--- src/rtl/mavg_pkg.sv ---
// Shared types and helpers for the multi-channel moving-average filter.
package mavg_pkg;

    typedef enum logic [1:0] {
        IDLE   = 2'd0,
        READ   = 2'd1,
        UPDATE = 2'd2,
        OUTPUT = 2'd3
    } mavg_state_t;

    // Running sum needs room for a full window of maximum-valued samples.
    function automatic int sum_width(input int data_width, input int max_log2_taps);
        return data_width + max_log2_taps;
    endfunction

    function automatic int clamp_log2_taps(input int value, input int max_log2_taps);
        return (value > max_log2_taps) ? max_log2_taps : value;
    endfunction

endpackage

--- src/rtl/mavg_sample_ram.sv ---
// Sample history store: one write port, one synchronous read port, no reset.
module mavg_sample_ram #(
    parameter int DATA_WIDTH = 16,
    parameter int ENTRIES    = 64,
    parameter int ADDR_W     = 6
) (
    input  logic                  clock,
    input  logic                  wr_en,
    input  logic [ADDR_W-1:0]     wr_addr,
    input  logic [DATA_WIDTH-1:0] wr_data,
    input  logic [ADDR_W-1:0]     rd_addr,
    output logic [DATA_WIDTH-1:0] rd_data
);

    logic [DATA_WIDTH-1:0] mem [ENTRIES];

    always_ff @(posedge clock) begin
        if (wr_en) begin
            mem[wr_addr] <= wr_data;
        end
        rd_data <= mem[rd_addr];
    end

endmodule

--- src/rtl/multichannel_moving_average.sv ---
// Time-multiplexed per-channel moving average with a runtime power-of-two window.
// Define MAVG_ROUNDING_EN for round-half-up results instead of truncation.
module multichannel_moving_average
    import mavg_pkg::*;
#(
    parameter int DATA_WIDTH    = 16,
    parameter int NUM_CHANNELS  = 4,
    parameter int MAX_LOG2_TAPS = 4,
    parameter int CH_W          = (NUM_CHANNELS > 1) ? $clog2(NUM_CHANNELS) : 1,
    parameter int TAPS_W        = (MAX_LOG2_TAPS > 0) ? $clog2(MAX_LOG2_TAPS + 1) : 1
) (
    input  logic                  clock,
    input  logic                  reset,
    input  logic                  enable,
    input  logic                  clear,
    input  logic [TAPS_W-1:0]     log2_taps,
    input  logic                  in_valid,
    output logic                  in_ready,
    input  logic [CH_W-1:0]       in_channel,
    input  logic [DATA_WIDTH-1:0] in_data,
    output logic                  out_valid,
    input  logic                  out_ready,
    output logic [CH_W-1:0]       out_channel,
    output logic [DATA_WIDTH-1:0] out_data,
    output logic                  busy
);

    localparam int DEPTH  = 2 ** MAX_LOG2_TAPS;
    localparam int SUM_W  = sum_width(DATA_WIDTH, MAX_LOG2_TAPS);
    localparam int FILL_W = MAX_LOG2_TAPS + 1;
    localparam int IDX_W  = MAX_LOG2_TAPS;

    mavg_state_t state, state_next;

    logic                  ready_ok;
    logic [TAPS_W-1:0]     taps_prev;
    logic [TAPS_W-1:0]     taps_eff;
    logic                  flush;
    logic                  in_fire;
    logic                  ch_ok;
    logic                  ram_we;

    logic [CH_W-1:0]       lat_ch;
    logic [DATA_WIDTH-1:0] lat_data;

    logic [IDX_W-1:0]      wr_ptr [NUM_CHANNELS];
    logic [FILL_W-1:0]     fill   [NUM_CHANNELS];
    logic [SUM_W-1:0]      sum    [NUM_CHANNELS];

    logic [FILL_W-1:0]     window;
    logic [IDX_W-1:0]      rd_idx;
    logic [DATA_WIDTH-1:0] ram_q;
    logic [DATA_WIDTH-1:0] oldest;
    logic [SUM_W-1:0]      sum_new;
    logic [FILL_W-1:0]     fill_new;
    logic [DATA_WIDTH-1:0] avg;

    assign taps_eff  = TAPS_W'(clamp_log2_taps(int'(log2_taps), MAX_LOG2_TAPS));
    assign flush     = clear || (log2_taps != taps_prev);
    assign window    = FILL_W'(1) << taps_eff;
    assign in_ready  = (state == IDLE) && enable && ready_ok;
    assign in_fire   = in_valid && in_ready;
    assign ch_ok     = (int'(in_channel) < NUM_CHANNELS);
    assign out_valid = (state == OUTPUT);
    assign busy      = (state != IDLE);
    assign ram_we    = (state == UPDATE) && !flush;

    // The sample leaving the window sits N writes behind the write pointer.
    assign rd_idx   = wr_ptr[lat_ch] - window[IDX_W-1:0];
    assign oldest   = (fill[lat_ch] >= window) ? ram_q : '0;
    assign sum_new  = sum[lat_ch] + SUM_W'(lat_data) - SUM_W'(oldest);
    assign fill_new = (fill[lat_ch] == FILL_W'(DEPTH)) ? fill[lat_ch] : fill[lat_ch] + 1'b1;

`ifdef MAVG_ROUNDING_EN
    localparam logic [SUM_W:0] ROUND_ONE = 1;
    logic [SUM_W:0] round_add;
    logic [SUM_W:0] rounded;

    always_comb begin
        round_add = '0;
        if (taps_eff != '0) begin
            round_add = ROUND_ONE << (taps_eff - 1'b1);
        end
        rounded = ({1'b0, sum_new} + round_add) >> taps_eff;
        avg     = (|rounded[SUM_W:DATA_WIDTH]) ? '1 : rounded[DATA_WIDTH-1:0];
    end
`else
    assign avg = DATA_WIDTH'(sum_new >> taps_eff);
`endif

    mavg_sample_ram #(
        .DATA_WIDTH (DATA_WIDTH),
        .ENTRIES    (NUM_CHANNELS * DEPTH),
        .ADDR_W     (CH_W + IDX_W)
    ) u_ram (
        .clock   (clock),
        .wr_en   (ram_we),
        .wr_addr ({lat_ch, wr_ptr[lat_ch]}),
        .wr_data (lat_data),
        .rd_addr ({lat_ch, rd_idx}),
        .rd_data (ram_q)
    );

    always_ff @(posedge clock) begin
        if (reset) begin
            state <= IDLE;
        end else begin
            state <= state_next;
        end
    end

    // Out-of-range channels complete the handshake but never leave IDLE.
    always_comb begin
        state_next = state;
        case (state)
            IDLE:    if (in_fire && ch_ok) state_next = READ;
            READ:    state_next = UPDATE;
            UPDATE:  state_next = (fill_new >= window) ? OUTPUT : IDLE;
            OUTPUT:  if (out_ready) state_next = IDLE;
            default: state_next = IDLE;
        endcase
        if (flush) begin
            state_next = IDLE;
        end
    end

    always_ff @(posedge clock) begin
        ready_ok  <= !reset;
        taps_prev <= log2_taps;
        if (reset || flush) begin
            for (int c = 0; c < NUM_CHANNELS; c++) begin
                wr_ptr[c] <= '0;
                fill[c]   <= '0;
                sum[c]    <= '0;
            end
        end else if (state == UPDATE) begin
            wr_ptr[lat_ch] <= wr_ptr[lat_ch] + 1'b1;
            fill[lat_ch]   <= fill_new;
            sum[lat_ch]    <= sum_new;
        end
    end

    always_ff @(posedge clock) begin
        if (reset) begin
            lat_ch      <= '0;
            lat_data    <= '0;
            out_channel <= '0;
            out_data    <= '0;
        end else begin
            if (in_fire && ch_ok && !flush) begin
                lat_ch   <= in_channel;
                lat_data <= in_data;
            end
            if (state == UPDATE && !flush) begin
                out_channel <= lat_ch;
                out_data    <= avg;
            end
        end
    end

endmodule

--- config.mk ---
export PLATFORM = sky130hd
export DESIGN_NAME = multichannel_moving_average
export DESIGN_NICKNAME = d
export VERILOG_FILES = /design/src/rtl/mavg_pkg.sv /design/src/rtl/mavg_sample_ram.sv /design/src/rtl/multichannel_moving_average.sv
export SDC_FILE = /design/constraint.sdc
export NUM_CORES = 1
export LEC_CHECK = 0
export ABC_AREA = 1
export BUFFER_PORTS_ARGS = -buffer_cell sky130_fd_sc_hd__buf_2
export CORE_MARGIN = 2
export CORE_UTILIZATION = 55
export CTS_CLUSTER_SIZE = 20
export DETAILED_ROUTE_END_ITERATION = 8
export GPL_ROUTABILITY_DRIVEN = 1
export PLACE_DENSITY_LB_ADDON = 0.1
export SETUP_SLACK_MARGIN = 0.2
export SLEW_MARGIN = 5
export SYNTH_ARGS = -nofsm -noshare
export SYNTH_HDL_FRONTEND = slang
export SYNTH_SLANG_ARGS = --single-unit
--- constraint.sdc ---
create_clock -name clock -period 6.1 [get_ports clock]
set_clock_uncertainty 0.1 [all_clocks]
set_input_delay 0.61 -clock clock [delete_from_list [all_inputs] [get_ports clock]]
set_output_delay 0.61 -clock clock [all_outputs]
set_load 0.02 [all_outputs]
### Word-level counts from Yosys, hierarchy flattened

Memory sizes are Yosys's and may differ from the RTL's. A register that Yosys moved wholly into a read port is not among the register bits.
Index checks and enable logic that the tools add are counted.

* bits of input ports: 27
* memories: 4
* register bits after elaboration: 42
* output and inout bits: 21
* RAM bits: 1140
* word-level logic and storage cells: 73

* equal/unequal tests: 7
* reductions and logical operators: 16
* multiplexer cells: 29
* shifts and indexed selects: 2
* $add $sub $neg: 5
* $lt $le $gt $ge: 3

Memories
* u_ram.mem: words 64, bits a word 16, rd ports 1, clocked after memory_dff 1, write ports 1, line mavg_sample_ram.sv:15 `logic [DATA_WIDTH-1:0] mem [ENTRIES];`
* sum: words 4, bits a word 20, rd ports 1, clocked after memory_dff 1, write ports 4, line multichannel_moving_average.sv:48 `logic [SUM_W-1:0] sum [NUM_CHANNELS];`
* fill: words 4, bits a word 5, rd ports 1, clocked after memory_dff 1, write ports 4, line multichannel_moving_average.sv:47 `logic [FILL_W-1:0] fill [NUM_CHANNELS];`
* wr_ptr: words 4, bits a word 4, rd ports 1, clocked after memory_dff 1, write ports 4, line multichannel_moving_average.sv:46 `logic [IDX_W-1:0] wr_ptr [NUM_CHANNELS];`

Operators by type and width (count)
* $mux 2: 12
* $add 20x16->20: 1
* $mux 20: 1
* $reduce_or 20->1: 1
* $shr 20x3->16: 1
* $sub 20x16->20: 1
* $mux 16: 1
* $ge 5x5->1: 2
* $mux 1: 10
* $mux 5: 2
* $pmux 2 s4: 1
* $add 5x1->5 const B: 1
* $eq 5x5->1 const B: 1
* $logic_and 1x1->1: 5
* $reduce_or 5->1: 1
* $shl 1x3->5 const A: 1
* $add 4x1->4 const B: 1
* $eq 2x2->1 const B: 2
* $mux 4: 1
* $reduce_or 4->1: 1
* $sub 4x4->4: 1
* $gt 3x3->1 const B: 1
* $mux 3: 1
* $ne 3x3->1: 1
* other kinds (9): 11

### Logic depth before layout (Yosys ltp)

Gate-level depths: netlist of the first run.

* depth in word-level cells: 7
* depth in mapped cells: 30
* gate-level depth less buffers: 28

### Modules after synthesis

A second synthesis of the first run with hierarchy kept.

* cell total of the unflattened synthesis: 4624
* area total of the unflattened synthesis: 51281.7 um2

By module, submodules not included
* mavg_sample_ram: area an instance 42099.1 um2, instances 1, cells an instance 3517, sequential area each 31069.8 um2
* multichannel_moving_average: area an instance 9182.6 um2, instances 1, cells an instance 1107, sequential area each 4364.2 um2

### Worst setup path after synthesis of the first run

Ideal clock, no wire load.

* path kind: input -> register
* start point: input log2_taps[2]
* end point: register out_data[3]
* stages: 20
* data required time: 5.881 ns
* arrival: 4.695 ns
* library setup time: 0.119 ns
* buffers on the path: 3
* path slack: 1.186 ns
* cells stage by stage: buf_2 > nor2_1 > clkbuf_1 > nand2_1 > ha_1 > a21o_1 > a221oi_1 > and3_1 > clkbuf_1 > nor2_1 > fa_1 > inv_1 > ha_1 > nand2_1 > nand3_1 > nand2_1 > nand2_1 > xnor2_1 > o221a_2 > a21oi_1

* cells in the longest elaborated chain, start to end: 7
* elaborated cells on any way between the ends: 11
* classes of those cells: add/sub (1); order compare (2); eq/ne (1); shift (2); mux (2); reduce/logical (3)

RTL lines
* from (decl): line multichannel_moving_average.sv:16 `input logic [TAPS_W-1:0] log2_taps,`
* $gt 3x3->1: line mavg_pkg.sv:17 `return (value > max_log2_taps) ? max_log2_taps : value;`
* $mux 3: line mavg_pkg.sv:17
* $shl 1x3->5: line multichannel_moving_average.sv:60 `assign window = FILL_W'(1) << taps_eff;`
* $ge 5x5->1: line multichannel_moving_average.sv:70 `assign oldest = (fill[lat_ch] >= window) ? ram_q : '0;`
* $mux 16: line multichannel_moving_average.sv:70
* $sub 20x16->20: line multichannel_moving_average.sv:71 `assign sum_new = sum[lat_ch] + SUM_W'(lat_data) - SUM_W'(oldest);`
* $shr 20x3->16: line multichannel_moving_average.sv:88 `assign avg = DATA_WIDTH'(sum_new >> taps_eff);`
* to (signal assigned): line multichannel_moving_average.sv:156 `out_data <= avg;`
* to (decl): line multichannel_moving_average.sv:24 `output logic [DATA_WIDTH-1:0] out_data,`

Parallel ways exist; a longest one is shown, timed or not.
A chain may end at the register's enable or synchronous reset.

### Final worst setup path of the first run

* start point: input log2_taps[1]
* end point: register out_data[5]

The elaborated chain is that of the path after synthesis.

==> results of run 1 <==
==> worst max-delay path, stage by stage <==
cell                            delay (ns)
sky130_fd_sc_hd__dlygate4sd3_1        0.53
sky130_fd_sc_hd__buf_2                0.16
sky130_fd_sc_hd__nor2_1               0.10
sky130_fd_sc_hd__buf_4                0.19
sky130_fd_sc_hd__inv_1                0.13
sky130_fd_sc_hd__nor2_1               0.19
sky130_fd_sc_hd__inv_1                0.16
sky130_fd_sc_hd__ha_1                 0.22
sky130_fd_sc_hd__a21o_1               0.15
sky130_fd_sc_hd__a221oi_1             0.22
sky130_fd_sc_hd__and3_1               0.49
sky130_fd_sc_hd__buf_4                0.22
sky130_fd_sc_hd__nor2_1               0.05
sky130_fd_sc_hd__fa_1                 0.49
sky130_fd_sc_hd__inv_1                0.05
sky130_fd_sc_hd__ha_1                 0.34
sky130_fd_sc_hd__nand2_1              0.11
sky130_fd_sc_hd__nand2_1              0.05
sky130_fd_sc_hd__nand2_1              0.08
sky130_fd_sc_hd__nand3_1              0.12
sky130_fd_sc_hd__xnor2_1              0.51
sky130_fd_sc_hd__nand2_1              0.09
sky130_fd_sc_hd__o21ai_0              0.10
sky130_fd_sc_hd__inv_1                0.07
sky130_fd_sc_hd__o211ai_1             0.17
sky130_fd_sc_hd__a21oi_1              0.08
==> cell type report <==
cell class	count	area [um^2]	area share (%)
Sequential cell	1200	35460	63.09
Multi-Input combinational cell	2463	12760	22.70
Clock buffer	148	3189	5.676
Timing Repair Buffer	197	1592	2.832
Tap cell	1176	1471	2.618
Inverter	304	1151	2.048
Clock inverter	73	576.8	1.026
==> worst paths after layout <==
kind / from / slack [ns] / cells past startpoint / to
hold / removal: in_valid / 0.09 / 3 / state[0]$_SDFFE_PP0P_
setup / recovery: log2_taps[1] / 0.88 / 26 / out_data[5]$_SDFFE_PP0P_
setup reg to reg: flop / 0.90 / 16 / u_ram.rd_data[1]$_DFF_P_
hold reg to reg: out_data[15]$_SDFFE_PP0P_ / 0.37 / 2 / out_data[15]$_SDFFE_PP0P_
==> flip-flops by register name (all words and copies together), names as in the netlist, named ones only <==
signal / flops
sum: 80
u_ram.mem: 1024
fill: 20
lat_ch: 2
out_channel: 2
ready_ok: 1
lat_data: 16
out_data: 16
u_ram.rd_data: 16
state: 2
taps_prev: 3
wr_ptr: 16
==> cells in the mapped netlist (60+ instances only) <==
master / count
sky130_fd_sc_hd__edfxtp_1: 1140
sky130_fd_sc_hd__nor2_1: 992
sky130_fd_sc_hd__nand2_1: 390
sky130_fd_sc_hd__o21ai_0: 307
sky130_fd_sc_hd__inv_1: 294
sky130_fd_sc_hd__o32ai_1: 256
sky130_fd_sc_hd__clkbuf_1: 175
sky130_fd_sc_hd__nand3_1: 148
sky130_fd_sc_hd__o211ai_1: 134
sky130_fd_sc_hd__a21oi_1: 72
sky130_fd_sc_hd__buf_2: 66
sky130_fd_sc_hd__dfxtp_1: 60
==> power by group through the flow <==
stage               combinational [mW]  sequential [mW]  clock, mW
finish                            2.56             9.00       7.10
global route                      2.81             9.00       7.49
CTS                               2.53             9.00       7.18
detailed placement                2.52             9.17          0
global placement                  2.51             9.17          0
floorplan                         1.65             9.17          0
==> cell families (layout without fill, tap and decap cells) <==
kind of cell,Yosys count,count (layout)
AO/OA/AOI/OAI,806,806
XOR/XNOR,15,15
adder cells (fa/ha/maj),53,53
buffers and inverters,564,722
flip-flops,1200,1200
AND/OR/NAND/NOR,1589,1589
==> metal layers <==
layer  track usage (%)  vias to the layer above  share of wire, %
li1                  -                    15307                 -
met1             43.47                    16536                44
met2             44.11                     1431                45
met3             3.487                      203               8.4
met4             8.162                        0               2.5
met5                 0                        -                 0
==> summary.md, run 1 <==
| Metric | Value |
|---|---|
| Outcome | `completed` |
| Num rows | `110` |
| Simple-gate portion of the synthesized area | `12.56%` |
| Transition time of the tightest slew-check pin | `1.187 ns` |
| Antenna-violating nets left | `0` |
| Number of synthesized register bits | `1,200` |
| Detailed-route DRC error count | `0` |
| First-pass GRT wire length | `200,300 um` |
| Layout Utilization | `62.14%` |
| Starting Density | `55.70%` |
| Unrepaired setup endpoints after global routing | `false` |
| Power density relative to cell area | `332.0 nW/um^2` |
| Critical path type | `input pin to flop` |
| Class of the tightest hold or removal check | `input pin to flop` |
| Largest cells by area after synthesis | `sky130_fd_sc_hd__edfxtp_1 (68%), sky130_fd_sc_hd__nor2_1 (7.4%), sky130_fd_sc_hd__o32ai_1 (4.5%)` |
| Maximum resistive drop on vdd | `0.2363 mV` |
| Most instantiated flip-flop cell in the synthesis netlist | `sky130_fd_sc_hd__edfxtp_1` |
| Clock insertion delay at the later pin of the skew report | `0.71 ns` |
| Max-capacitance violation count | `0` |
| Number of unique standard cell types used by synthesis | `46` |
| Switching fraction of total power | `26.28%` |
| Share of final-layout standard cells stronger than drive strength 1 | `9.669%` |
| Leading cell types in the layout, fill and taps excluded | `sky130_fd_sc_hd__edfxtp_1 (1,140), sky130_fd_sc_hd__nor2_1 (990), sky130_fd_sc_hd__nand2_1 (389)` |
| Number of antenna repair diodes | `0` |
| Setup-violating endpoint count in the final report | `0` |
| Fraction of registers with async set or reset after synthesis | `0%` |
| Maximum clock path buffer count | `3` |
| Count of buffers from port buffering | `47` |
| Max-slew violations | `0` |
| Post-synth net total | `4,307` |
| Portion of netlist area occupied by mux cells | `0%` |
| Internal power | `13.75 mW` |
| Post-synth EDFFs | `1,140` |
| Mapped Cells | `4,227` |
| Static leakage | `20.07 nW` |
| Detailed-route via count | `33,477` |
| Hold slack | `0.08727 ns` |
| Synthesized area | `50,370 um^2` |
| Final Total Pwr | `18.66 mW` |
| Compound-gate portion of the synthesized area | `10.85%` |
| Xor and xnor fraction of the mapped netlist area | `0.2608%` |
| Placement-stage worst setup slack | `0.6334 ns` |
| Final Hold Viols | `0` |
| Total wirelength of the detailed-routed design | `135,400 um` |
| Critical path data arrival time | `5.70 ns` |
| Combinational family with the most area after synthesis | `simple AND/OR/NAND/NOR gates` |
| Clock tree root driver cell | `sky130_fd_sc_hd__clkbuf_16` |
| CP Max Fanout | `10` |
| Die ar. | `94,020 um^2` |
| Layout overhead on the synthesized area | `11.56%` |
| GRT Util Overall | `28.69%` |
| Die Span Y | `306.6 um` |
| Required time reported for the critical path endpoint | `6.57 ns` |
| Fraction of power consumed by the clock network | `38.1%` |
| Count of yosys warnings during synthesis | `0` |
| Clock slew seen by the registers of the worst setup and hold paths | `0.07 ns` |
| Gates resized, CTS repair | `0` |
| Length of the first detailed-routing pass in iterations | `6` |
| Routed len/inst | `24.34 um` |
| Crit path setup slack, layout | `0.8773 ns` |
| Placed standard-cell area | `52,410 um^2` |
| Cell count after placement | `5,338` |
| Post-synth top area cell | `sky130_fd_sc_hd__edfxtp_1` |
| Num CTS Buffers | `119` |
| Number of buffers added for setup after CTS | `0` |
| I/O pins | `48` |
| Vias per cell | `6.020` |
| Part of the cycle the worst path needs | `85.62%` |
| Fillers | `7,148` |
| Number of standard cells in the final layout excluding fillers | `5,561` |
| Portion of total power attributed to combinational logic | `13.7%` |
| Final #Nets | `4,365` |
| Total gr overflow | `0` |
| Placed wire-length estimate | `78,890 um` |
| Fmax | `191.5 MHz` |
| Placeable Area | `90,420 um^2` |
| Number of sinks driven by the clock tree | `1,200` |
| Critical Path Sink Type | `flop` |
| Starting DRC count in detailed routing | `5,003` |
| Psw | `4.903 mW` |
| Via count of the first global-routing pass | `30,984` |
| Sequential-to-total area share from yosys stat | `70.35%` |
| Mean area per synthesized cell | `11.92 um^2` |
| Pin count of the biggest net entering global routing | `169` |
| Antenna violations before repair | `2` |
| Startpoint types | `input pin` |
| Overall die width | `306.6 um` |
| Max-slew headroom at the worst pin | `20.75%` |
| Leading cell type in the layout, fill and taps excluded | `sky130_fd_sc_hd__edfxtp_1` |
| CTS tree | `yes` |
| CTS Hold Bufs | `2` |
| Top cell type's share of synthesized area | `67.96%` |
| Setup TNS | `0 ns` |
| Post-Synth Adder-Cell Area | `1.570%` |
| H-tree depth | `3` |
| Final critical-path required period | `5.223 ns` |
| Proportion of power drawn by flip-flops and latches | `48.2%` |
| Final standard cell area without fillers | `56,190 um^2` |
| GP Congestion | `0.9389` |
Power figures use the tool's default switching activity.
==> run 2: changes to the inputs <==
--- a/config.mk
+++ b/config.mk
@@ -7,8 +7,10 @@
 export LEC_CHECK = 0
 export ABC_AREA = 1
 export BUFFER_PORTS_ARGS = -buffer_cell sky130_fd_sc_hd__buf_2
+export CELL_PAD_IN_SITES_DETAIL_PLACEMENT = 1
+export CELL_PAD_IN_SITES_GLOBAL_PLACEMENT = 2
 export CORE_MARGIN = 2
-export CORE_UTILIZATION = 55
+export CORE_UTILIZATION = 44
 export CTS_CLUSTER_SIZE = 20
 export DETAILED_ROUTE_END_ITERATION = 8
 export GPL_ROUTABILITY_DRIVEN = 1
==> run 2 against run 1 <==
Sequential share of layout area decreased by 0.86 points. Non-clock buffer count is 10 higher. Final cell count increased by 6.5%. Combinational power up 3%. Sequential cell count unchanged. Via count rose by 0.27%. Die area is 25% higher. Hold slack got worse by 0.012 ns. Cell area grew 1.4%. Core utilization is 12 points lower. Largest cell class unchanged. Highest routed layer unchanged.
==> summary.md, run 2 (synthesis results as in run 1) <==
| Metric | Value |
|---|---|
| Antenna violations before repair | `2 (unchanged)` |
| H-tree depth | `4 (+1)` |
| Hold Crit Endpoint | `lat_data[15]$_SDFFE_PP0P_` |
| Antenna-violating nets left | `0 (unchanged)` |
| Total gr overflow | `0 (unchanged)` |
| Maximum resistive drop on vdd | `0.2770 mV (+17%)` |
| Max-capacitance violation count | `0 (unchanged)` |
| R2r endpoint | `out_data[6]$_SDFFE_PP0P_` |
| GRT Util Overall | `25.97% (-2.7 points)` |
| Routed len/inst | `25.71 um (+5.6%)` |
| Max-slew headroom at the worst pin | `21.59% (+0.84 points)` |
| Starting Density | `44.23% (-11 points)` |
| Max-slew violations | `0 (unchanged)` |
| GP Congestion | `0.8351 (-11%)` |
| Biggest regs | `u_ram.mem: 1024 flops, sum: 80 flops, fill: 20 flops` |
| Share of final-layout standard cells stronger than drive strength 1 | `9.864% (+0.19 points)` |
| Clock insertion delay at the later pin of the skew report | `0.74 ns (+0.03 ns)` |
| Die Span Y | `342.3 um (+12%)` |
| First-pass GRT wire length | `223,500 um (+12%)` |
| Final critical-path required period | `5.230 ns (+0.007312 ns)` |
| Sequence of cells on the critical path | `inv_2 > nand2_1 > a32oi_1 > ha_1 > nand2_1 > inv_1 > a221oi_1 > and3_1 > buf_4 > nor2_1 > fa_1 > inv_1 > ha_1 > a21oi_1 > nand3_1 > xnor2_1 > or2_2 > o211ai_1 > nand3_1 > a21oi_1` |
| Final Hold Viols | `0 (unchanged)` |
| Overall die width | `342.3 um (+12%)` |
| CTS tree | `yes` |
| Outcome | `completed` |
| Placeable Area | `113,900 um^2 (+26%)` |
| Leading cell types in the layout, fill and taps excluded | `sky130_fd_sc_hd__edfxtp_1 (1,140), sky130_fd_sc_hd__nor2_1 (980), sky130_fd_sc_hd__nand2_1 (389)` |
| Number of sinks driven by the clock tree | `1,200 (unchanged)` |
| Register-to-register path setup slack | `0.87 ns (-0.03 ns)` |
| Placement-stage worst setup slack | `0.6425 ns (+0.009120 ns)` |
| R2R cell count | `20 (+4)` |
| Leading cell type in the layout, fill and taps excluded | `sky130_fd_sc_hd__edfxtp_1` |
| Total wirelength of the detailed-routed design | `152,300 um (+12%)` |
| Layout overhead on the synthesized area | `13.10%` |
| Class of the tightest hold or removal check | `input pin to flop` |
| Placed wire-length estimate | `90,410 um (+15%)` |
| Maximum clock path buffer count | `3 (unchanged)` |
| Final #Nets | `4,389 (+0.55%)` |
| Num CTS Buffers | `133 (+12%)` |
| Placed standard-cell area | `52,990 um^2 (+1.1%)` |
| Via count of the first global-routing pass | `33,704 (+8.8%)` |
| Register with the most flip-flops | `u_ram.mem` |
| Setup TNS | `0 ns (unchanged)` |
| Part of the cycle the worst path needs | `85.74% (+0.12 points)` |
| Layout Utilization | `50.03% (-12 points)` |
| Detailed-route via count | `33,569 (+0.27%)` |
| Required time reported for the critical path endpoint | `6.62 ns (+0.05 ns)` |
| Vias per cell | `5.667 (-5.9%)` |
| Critical path type | `flop to flop` |
| Number of flip-flops under the largest register name | `1,024 (unchanged)` |
| Final standard cell area without fillers | `56,970 um^2 (+1.4%)` |
| Num rows | `124 (+13%)` |
| Transition time of the tightest slew-check pin | `1.175 ns (-0.01254 ns)` |
| Unrepaired setup endpoints after global routing | `false` |
| Cell with the largest stage delay on the worst path | `sky130_fd_sc_hd__xnor2_1` |
| Starting DRC count in detailed routing | `2,913 (-42%)` |
| Length of the first detailed-routing pass in iterations | `5 (-1)` |
| Pin count of the biggest net entering global routing | `129 (-24%)` |
| Fmax | `191.2 MHz (-0.14%)` |
| CP Max Fanout | `13 (+3)` |
| I/O pins | `48 (unchanged)` |
| Critical path data arrival time | `5.75 ns (+0.05 ns)` |
| Power density relative to cell area | `334.9 nW/um^2 (+0.88%)` |
| Startpoint of the most critical hold path | `in_data[15]` |
| Number of stages on the worst hold path | `3 (unchanged)` |
| Startpoint types | `flop` |
| Clock tree root driver cell | `sky130_fd_sc_hd__clkbuf_16` |
| Detailed-route DRC error count | `0 (unchanged)` |
| Clock slew seen by the registers of the worst setup and hold paths | `0.06 ns (about the same)` |
| Setup-violating endpoint count in the final report | `0 (unchanged)` |
| Die ar. | `117,200 um^2 (+25%)` |
| Largest stage delay on the critical path | `0.57 ns (+0.04 ns)` |
| Count of buffers from port buffering | `47 (unchanged)` |
| Static leakage | `20.22 nW (+0.75%)` |
| Crit path setup slack, layout | `0.8700 ns (-0.007312 ns)` |
| Critical Path Sink Type | `flop` |
## run 2: cell count changes in the layout (fill, tap and decap cells not counted), moves of 5 or more
cell | before | now
sky130_fd_sc_hd__clkbuf_16 | 121 | 135
sky130_fd_sc_hd__buf_4 | 130 | 135
sky130_fd_sc_hd__clkinvlp_4 | 6 | 0
sky130_fd_sc_hd__clkinv_1 | 28 | 34
sky130_fd_sc_hd__nor2_1 | 990 | 980
sky130_fd_sc_hd__nor2_2 | 15 | 25
sky130_fd_sc_hd__bufinv_16 | 8 | 3
sky130_fd_sc_hd__clkinv_2 | 26 | 16
sky130_fd_sc_hd__clkbuf_1 | 21 | 39
sky130_fd_sc_hd__buf_12 | 18 | 23
sky130_fd_sc_hd__clkbuf_8 | 6 | 1
## run 2: how the worst max path moves through the flow
stage	endpoint	slack, ns	depth (start not counted)
final	out_data[6]$_SDFFE_PP0P_	0.87	20
after global routing	out_data[6]$_SDFFE_PP0P_	0.51	20
after CTS	out_data[6]$_SDFFE_PP0P_	0.91	20
after detailed placement	out_data[6]$_SDFFE_PP0P_	0.64	21
after global placement	out_data[6]$_SDFFE_PP0P_	0.78	21
after floorplan	out_data[3]$_SDFFE_PP0P_	1.19	20
## run 2: timing repair
action | 4_1_cts | 5_1_grt
gates resized for setup | 0 | 0
endpoints found under the hold margin | 2 | 0
setup buffers | 0 | 0
hold buffers | 2 | 0
## run 2: area by class of cell
cell class	instances	area [um^2]
fill	11715	56910
clock buffer	175	3538
antenna	2	5.005
clock inverter	61	415.4
tap	1512	1892
inverter	304	1151
timing repair buffer	207	1729
multi-input combinational	2463	12780
sequential	1200	35460
## run 2: per-layer routing
metal	share of wire (%)	track usage, %	vias up
li1	-	-	15370
met1	46	37.90	17175
met2	47	41.36	837
met3	4.9	3.002	187
met4	2.3	6.944	0
met5	0	0	-
## run 2: through the flow
step	hold slack [ns]	cells	total power [mW]
global route	0.05293	5922	19.78
detailed placement	0.3600	5684	11.83
floorplan	0.3764	4227	10.81
finish	0.07547	5924	19.08
global placement	0.3541	5684	11.80
CTS	0.01655	5922	19.25
## run 2: critical path: cells and delay by family, from the launching register on
family                     cells  cell delay [ns]
AOI/OAI and AO/OA              5             1.23
buffers and inverters          4             0.54
adders and majority gates      3             1.16
and+or+nand+nor                7             1.12
xor gates and xnor gates       1             0.57
DFF                            1             0.40
## run 2: power breakdown
group | switching [mW] | total (mW) | internal (mW)
Combinational | 1.87 | 2.63 | 0.769
Clock | 3.22 | 7.43 | 4.21
Sequential | 0.0414 | 9.01 | 8.97
